==> src/rtl/rv64_pkg.sv <==
// Shared RV64 core constants and write-back request type.
package rv64_pkg;
  localparam int XLEN       = 64;
  localparam int REG_ADDR_W = 5;
  localparam int NUM_REGS   = 32;

  typedef enum logic {GNT_A = 1'b0, GNT_B = 1'b1} grant_e;

  typedef struct packed {
    logic                  valid;
    logic [REG_ADDR_W-1:0] rd;
    logic [XLEN-1:0]       data;
  } wb_req_t;
endpackage

==> src/rtl/wb_rr_arbiter.sv <==
// Two-way round-robin grant; grants are combinational, last grant is registered.
module wb_rr_arbiter
  import rv64_pkg::*;
(
  input  logic clk,
  input  logic rst,
  input  logic a_valid,
  input  logic b_valid,
  output logic a_grant,
  output logic b_grant
);
  grant_e last_grant;

  always_comb begin
    a_grant = 1'b0;
    b_grant = 1'b0;
    if (!rst) begin
      if (a_valid && b_valid) begin
        a_grant = (last_grant == GNT_B);
        b_grant = (last_grant == GNT_A);
      end else begin
        a_grant = a_valid;
        b_grant = b_valid;
      end
    end
  end

  // A grant always implies a transfer, since grant requires valid.
  always_ff @(posedge clk) begin
    if (rst)          last_grant <= GNT_A;
    else if (a_grant) last_grant <= GNT_A;
    else if (b_grant) last_grant <= GNT_B;
  end
endmodule

==> src/rtl/writeback_arbiter.sv <==
// Merges ALU and load/multi-cycle results onto one register-file write port
// and tracks outstanding destinations in a pending scoreboard.
module writeback_arbiter
  import rv64_pkg::*;
#(
  parameter int XLEN = rv64_pkg::XLEN
) (
  input  logic                  clk,
  input  logic                  rst,
  input  logic                  a_valid,
  output logic                  a_ready,
  input  logic [REG_ADDR_W-1:0] a_rd,
  input  logic [XLEN-1:0]       a_data,
  input  logic                  b_valid,
  output logic                  b_ready,
  input  logic [REG_ADDR_W-1:0] b_rd,
  input  logic [XLEN-1:0]       b_data,
  input  logic                  issue_valid,
  input  logic [REG_ADDR_W-1:0] issue_rd,
  output logic                  wb_we,
  output logic [REG_ADDR_W-1:0] wb_rd,
  output logic [XLEN-1:0]       wb_data,
  output logic [NUM_REGS-1:0]   pending
);
  wb_req_t             sel;
  logic [1:0]          vld_pipe;
  logic [NUM_REGS-1:0] pend_nxt;

  wb_rr_arbiter u_arb (
    .clk     (clk),
    .rst     (rst),
    .a_valid (a_valid),
    .b_valid (b_valid),
    .a_grant (a_ready),
    .b_grant (b_ready)
  );

  always_comb begin
    sel = '0;
    if (a_ready)      sel = '{valid: 1'b1, rd: a_rd, data: a_data};
    else if (b_ready) sel = '{valid: 1'b1, rd: b_rd, data: b_data};
  end

  // x0 writes complete the handshake but never reach the register file.
  assign vld_pipe[0] = sel.valid && (sel.rd != '0);
  assign wb_we       = vld_pipe[1];

  // Set is applied after clear so a newly issued producer keeps ownership.
  always_comb begin
    pend_nxt = pending;
    if (vld_pipe[0])                        pend_nxt[sel.rd]   = 1'b0;
    if (issue_valid && (issue_rd != '0))    pend_nxt[issue_rd] = 1'b1;
    pend_nxt[0] = 1'b0;
  end

  always_ff @(posedge clk) begin
    if (rst) begin
      vld_pipe[1] <= 1'b0;
      wb_rd       <= '0;
      wb_data     <= '0;
      pending     <= '0;
    end else begin
      vld_pipe[1] <= vld_pipe[0];
      if (sel.valid) begin
        wb_rd   <= sel.rd;
        wb_data <= sel.data;
      end
      pending <= pend_nxt;
    end
  end
endmodule

==> config.mk <==
export PLATFORM = sky130hd
export DESIGN_NAME = writeback_arbiter
export DESIGN_NICKNAME = d
export VERILOG_FILES = /design/src/rtl/rv64_pkg.sv /design/src/rtl/wb_rr_arbiter.sv /design/src/rtl/writeback_arbiter.sv
export SDC_FILE = /design/constraint.sdc
export NUM_CORES = 1
export LEC_CHECK = 0
export ABC_CLOCK_PERIOD_IN_PS = 1600
export BUFFER_PORTS_ARGS = -buffer_cell sky130_fd_sc_hd__buf_2
export CAP_MARGIN = 15
export CORE_ASPECT_RATIO = 0.9
export CORE_MARGIN = 10
export CORE_UTILIZATION = 31
export CTS_BUF_LIST = sky130_fd_sc_hd__clkbuf_8
export CTS_CLUSTER_SIZE = 25
export DETAILED_ROUTE_END_ITERATION = 6
export SYNTH_ARGS = -nofsm -noshare
export SYNTH_HDL_FRONTEND = slang
export SYNTH_SLANG_ARGS = --single-unit
==> constraint.sdc <==
create_clock -name clk -period 1.6 [get_ports clk]
set_input_delay 0.08 -clock clk [delete_from_list [all_inputs] [get_ports clk]]
set_output_delay 0.08 -clock clk [all_outputs]
set_load 0.02 [all_outputs]
**After elaboration in Yosys (flattened, before gate mapping)**

Index checks and enable logic that the tools add are counted.

- Register bits: 103
- Bits of input ports: 148
- Output and inout bits: 104
- Logic and storage cells: 34

- $lt $le $gt $ge: 4
- Muxes and demuxes: 12
- Bitwise operators: 4
- Reduce and logical (&&, ||, !) cells: 8

Operator list:

| kind | number |
|---|---|
| 70-bit 2-to-1 mux | 2 |
| 32-bit 2-to-1 mux | 2 |
| 32-bit bitwise AND | 1 |
| 32-bit NOT | 1 |
| 32-bit bitwise OR | 1 |
| 5-bit by 6-bit less-than comparator with 1-bit output (second input constant) | 2 |
| 1-bit demux with 5-bit select | 2 |
| 5-bit by 1-bit >= comparator with 1-bit output (second input constant) | 2 |
| 5-bit nonzero test | 2 |
| 1-bit 2-to-1 mux | 6 |
| 1-bit logical AND | 5 |
| 2-bit OR reduction | 1 |
| 1-bit NOT | 1 |

**Logic depth before layout (Yosys ltp)**

- Word-level depth: 14
- Depth in mapped cells: 8
- Mapped depth without buffers: 5

**Modules after synthesis**

Synthesis repeated with hierarchy kept, for this count alone.

- Cells, all modules: 504
- Area total of the unflattened synthesis: 4972.3 µm²

Modules (own cells, without submodules):

| module | instances | cells an instance | area each (µm²) | sequential area each (µm²) |
|---|---|---|---|---|
| writeback_arbiter | 1 | 498 | 4911.0 | 2021.9 |
| wb_rr_arbiter | 1 | 6 | 61.3 | 20.0 |

**Worst setup path before layout**

OpenSTA, ideal clock, no wires.

- Path kind: reg-to-reg
- Start point: register u_arb.last_grant
- End point: register pending[2]
- Data arrival time: 1.493 ns
- Required time: 1.465 ns
- Slack: -0.028 ns
- Cell stages (with the launch flop): 7
- Path through: dfxtp_1 > nand2b_1 > buf_4 > a32oi_1 > nand2_1 > o311ai_0 > o21ai_0

- Cells in the longest elaborated chain, start to end: 14
- Elaborated cells between the ends (all ways): 19
- Classes of those cells: order compare: 2; mux: 10; bitwise: 4; reduce/logical: 3

Ends and longest elaborated chain:

| what | line | RTL |
|---|---|---|
| from (decl) | wb_rr_arbiter.sv:12 | `grant_e last_grant;` |
| from (signal assigned) | wb_rr_arbiter.sv:30 | `if (rst) last_grant <= GNT_A;` |
| from (signal assigned) | wb_rr_arbiter.sv:31 | `else if (a_grant) last_grant <= GNT_A;` |
| from (signal assigned) | wb_rr_arbiter.sv:32 | `else if (b_grant) last_grant <= GNT_B;` |
| 1-bit NOT | wb_rr_arbiter.sv:20 | `b_grant = (last_grant == GNT_A);` |
| 1-bit 2-to-1 mux | wb_rr_arbiter.sv:18 | `if (a_valid && b_valid) begin` |
| 1-bit 2-to-1 mux | wb_rr_arbiter.sv:17 | `if (!rst) begin` |
| 70-bit 2-to-1 mux | writeback_arbiter.sv:41 | `else if (b_ready) sel = '{valid: 1'b1, rd: b_rd, data: b_data};` |
| 70-bit 2-to-1 mux (*) | writeback_arbiter.sv:40 | `if (a_ready) sel = '{valid: 1'b1, rd: a_rd, data: a_data};` |
| 5-bit by 6-bit less-than comparator with 1-bit output (not written as such) or 5-bit by 1-bit >= comparator with 1-bit output (tied branches) | writeback_arbiter.sv:51 | `if (vld_pipe[0]) pend_nxt[sel.rd] = 1'b0;` |
| 1-bit logical AND (not written as such) | writeback_arbiter.sv:51 |  |
| 1-bit 2-to-1 mux (not written as such) | writeback_arbiter.sv:51 |  |
| 1-bit demux with 5-bit select | writeback_arbiter.sv:51 |  |
| 32-bit NOT (no source line) | -- |  |
| 32-bit bitwise AND (no source line) | -- |  |
| 32-bit 2-to-1 mux (*) | writeback_arbiter.sv:51 |  |
| 32-bit bitwise OR (no source line) | -- |  |
| 32-bit 2-to-1 mux (*) | writeback_arbiter.sv:52 | `if (issue_valid && (issue_rd != '0)) pend_nxt[issue_rd] = 1'b1;` |
| to (signal assigned) | writeback_arbiter.sv:68 | `pending <= pend_nxt;` |
| to (decl) | writeback_arbiter.sv:23 | `output logic [NUM_REGS-1:0] pending` |

Mark *: on every way between the ends. The rest lies on a longest branch, timed or not.
A chain may end at the register's enable or synchronous reset.

**Final worst setup path**

- Start point: register u_arb.last_grant
- End point: register pending[27]

Same word-level chain as after synthesis.

==> impl_results.md <==
* Outcome: finished, violations left
* Failing checks: negative setup slack
* Largest net degree at the start of global routing at around 70
* Initial Utilization at 0.318
* Final Wtd Congestion at about 0.93
* Initial antenna violation count at 0
* Root Buffer: clkbuf_8
* Placement Rows at between 40 and 50
* Main area contributors after synthesis: dfxtp_1 (46%), mux2i_1 (14%), a211oi_1 (11%), nor2_1 (5.8%), o211ai_1 (4.0%)
* Global-route usage over all layers at 0.163
* Setup crit start kind: flop
* Met2 global-route usage at 0.280
* Setup TNS at -3.52 ns
* First-pass GRT wire length at 26,100 µm
* Synth async-reset ratio at 0
* Grt ovf at 0
* Yosys top cell area share at 0.455
* Commonest register cell after synthesis: dfxtp_1
* Port Buffer Count at 250
* Final setup margin at -0.140 ns
* Max-cap check violation count at 0
* DRC Markers at 0
* ANT nets after route at 0
* Share of layout cells above drive strength 1 at 0.504
* H-tree depth reported by CTS at 3
* Synth top cells by count: dfxtp_1 (102), nor2_1 (69), a211oi_1 (65)
* Area leader, netlist: dfxtp_1
* 1st-iter DRT viols at between 200 and 250
* Setup Skew at about 0.010 ns
* Layout Nets at roughly 890
* Slew headroom at 0.501
* EDFF count, synth at 0
* PD cells at about 850 mW/mm²
* Data arrival time of the worst path at 2.01 ns
* # setup viols final at 59
* Count of cell types in the netlist at 30
* Number of synthesized register bits at 102
* Ports at between 200 and 300
* CTS Sinks at 102
* TritonCTS clock tree: built
* CTS buffer count at 9
* Peak VDD IR at just over 0.6 mV
* Fmax at roughly 570 MHz
* Worst-skew pair later-pin latency at between 0.3 and 0.4 ns
* Hold Path Stages at 3
* Setup crit end kind: flop
* Die area at just under 0.02 mm²
* Met3 GRT Util at 0.0541
* Die Width at around 150 µm
* FF-to-FF path depth at 8
* Slew Limit Fails at 0
* Pleak at slightly above 0.003 µW
* Most common cell in the synthesized netlist: dfxtp_1
* Core Area at about 0.014 mm²
* Crit Path Class: reg -> reg
* Routed vias/inst at 4.93
* Met1 Use GR at 0.186
* Final Critical Period at approximately 1.7 ns
* Crit-path max FO at 5
* Hold Slack at between 0.02 and 0.03 ns
* Hold Crit Class: in -> reg
* Synthesized Nets at between 600 and 700
* Period utilisation layout at 1.09
* WL/cell at between 15 and 20 µm
* GRT busiest layer: met2
* RSZ-0062 raised after global routing: true
* Area Overhead vs Synth at 57.0%
* Vias in the first global route at roughly 4,900
* Cells after synthesis at between 400 and 500
* Synth Warn # at 0
* Die H at between 100 and 150 µm
* First-pass DRT Iterations at 4
* Fin. Hold Viols at 0
* Clk buf depth at 2
* # diodes at 0
* Slew @ Worst Pin at between 0.7 and 0.8 ns
* Worst-path clk slew at 0.10 ns
* Syn Std Cell Area at about 0.0045 mm²
* Post-Syn Area per Cell at roughly 9.6 µm²
* Post-Route WL at 17,500 µm
* Post-synthesis sequential area ratio at 0.455
* Detailed Place HPWL at approximately 13,000 µm
* Worst EP required at roughly 1.9 ns
* Via count at approximately 4,600
-- sequential cells by signal (all words and copies together), names as in the netlist --
signal	flops
wb_rd	5
wb_data	64
pending	31
u_arb.last_grant	1
wb_we	1
-- power by group --
part / switching, µW / internal [µW] / total (µW) / leakage (µW)
sequential: 73.8 / 2690 / 2770 / 0.000839
clock: 958 / 742 / 1700 / 0.0000982
combinational: 839 / 683 / 1520 / 0.00213
-- cell type report --
class / instances / area, µm²
fillers: 1315 / 7070
multi-input cells: 322 / 2560
flip-flops and latches: 102 / 2040
repair buffers: 306 / 1990
well taps: 193 / 241
clock buffers: 9 / 124
clock inverters: 7 / 78.8
inverters: 2 / 7.51
-- layer usage --
| layer | wire length, µm | share of wire | vias to the layer above |
|---|---|---|---|
| met5 | 0 | 0 | - |
| met4 | 289 | 0.016 | 0 |
| met3 | 1240 | 0.071 | 17 |
| met2 | 8820 | 0.50 | 166 |
| met1 | 7170 | 0.41 | 2175 |
| li1 | - | - | 2285 |
-- through the flow --
step                 util  power [µW]  instances  setup WS (ns)  area, µm²
floorplan               -        3520        466        0.00511       4500
detailed placement  0.427        4050        900         -0.190       6020
CTS                 0.466        5890        927         -0.154       6580
global placement    0.427        4020        900         -0.101       6020
finish              0.499        5990        941         -0.140       7040
global route        0.499        6290        941         -0.238       7040
-- cells in the final DEF (no fill, tap or decap), types with 5 or more instances in the layout --
master,synthesis,routed
buf_2,4,248
dfxtp_1,102,101
nor2_1,69,68
a211oi_1,65,52
mux2i_1,64,42
buf_4,4,28
o211ai_1,24,24
o21ai_1,0,22
nand2_1,14,13
mux2i_2,0,13
a211oi_2,0,13
o21ai_0,33,11
mux2i_4,0,9
clkbuf_8,0,9
buf_6,0,9
nand3_1,9,8
nor2b_1,7,7
buf_12,6,7
a21oi_1,6,6
clkbuf_16,0,5
-- worst max-delay path, stage by stage (launching register included) --
cell	delay [ns]
dfxtp_2	0.34
buf_6	0.12
a21boi_4	0.23
buf_4	0.18
a32oi_4	0.06
or2_4	0.28
buf_6	0.15
o211ai_1	0.17
o21ai_1	0.09
-- timing repair --
action / 4_1_cts / 5_1_grt
hold endpoints to repair: 7 / 0
pin swaps: 23 / 49
resized for setup: 62 / 55
hold buffers: 3 / 0
gates cloned: 2 / 5
setup buffers: 6 / 9
endpoints found under the setup margin: 51 / 87
-- path summary, 6_finish.rpt --
check	start	endpoint	slack [ns]
worst max-delay path	u_arb.last_grant	pending[27]	-0.14
worst min-delay path	a_data[4]	wb_data[4]	0.03
worst max register to register	u_arb.last_grant	pending[27]	-0.14
worst min register to register	wb_rd[0]	wb_rd[0]	0.47
-- logic make-up (layout without fill, tap and decap cells) --
logic type             after synthesis  in the layout  share of synthesized area
AOI/OAI and AO/OA                  144            144                      0.230
and+or+nand+nor                    113            113                      0.110
DFF                                102            102                      0.455
muxes                               64             64                      0.143
buffers and inverters               42            324                     0.0614
other                                1              1                   0.000836
(Power assumes the default switching activity.)
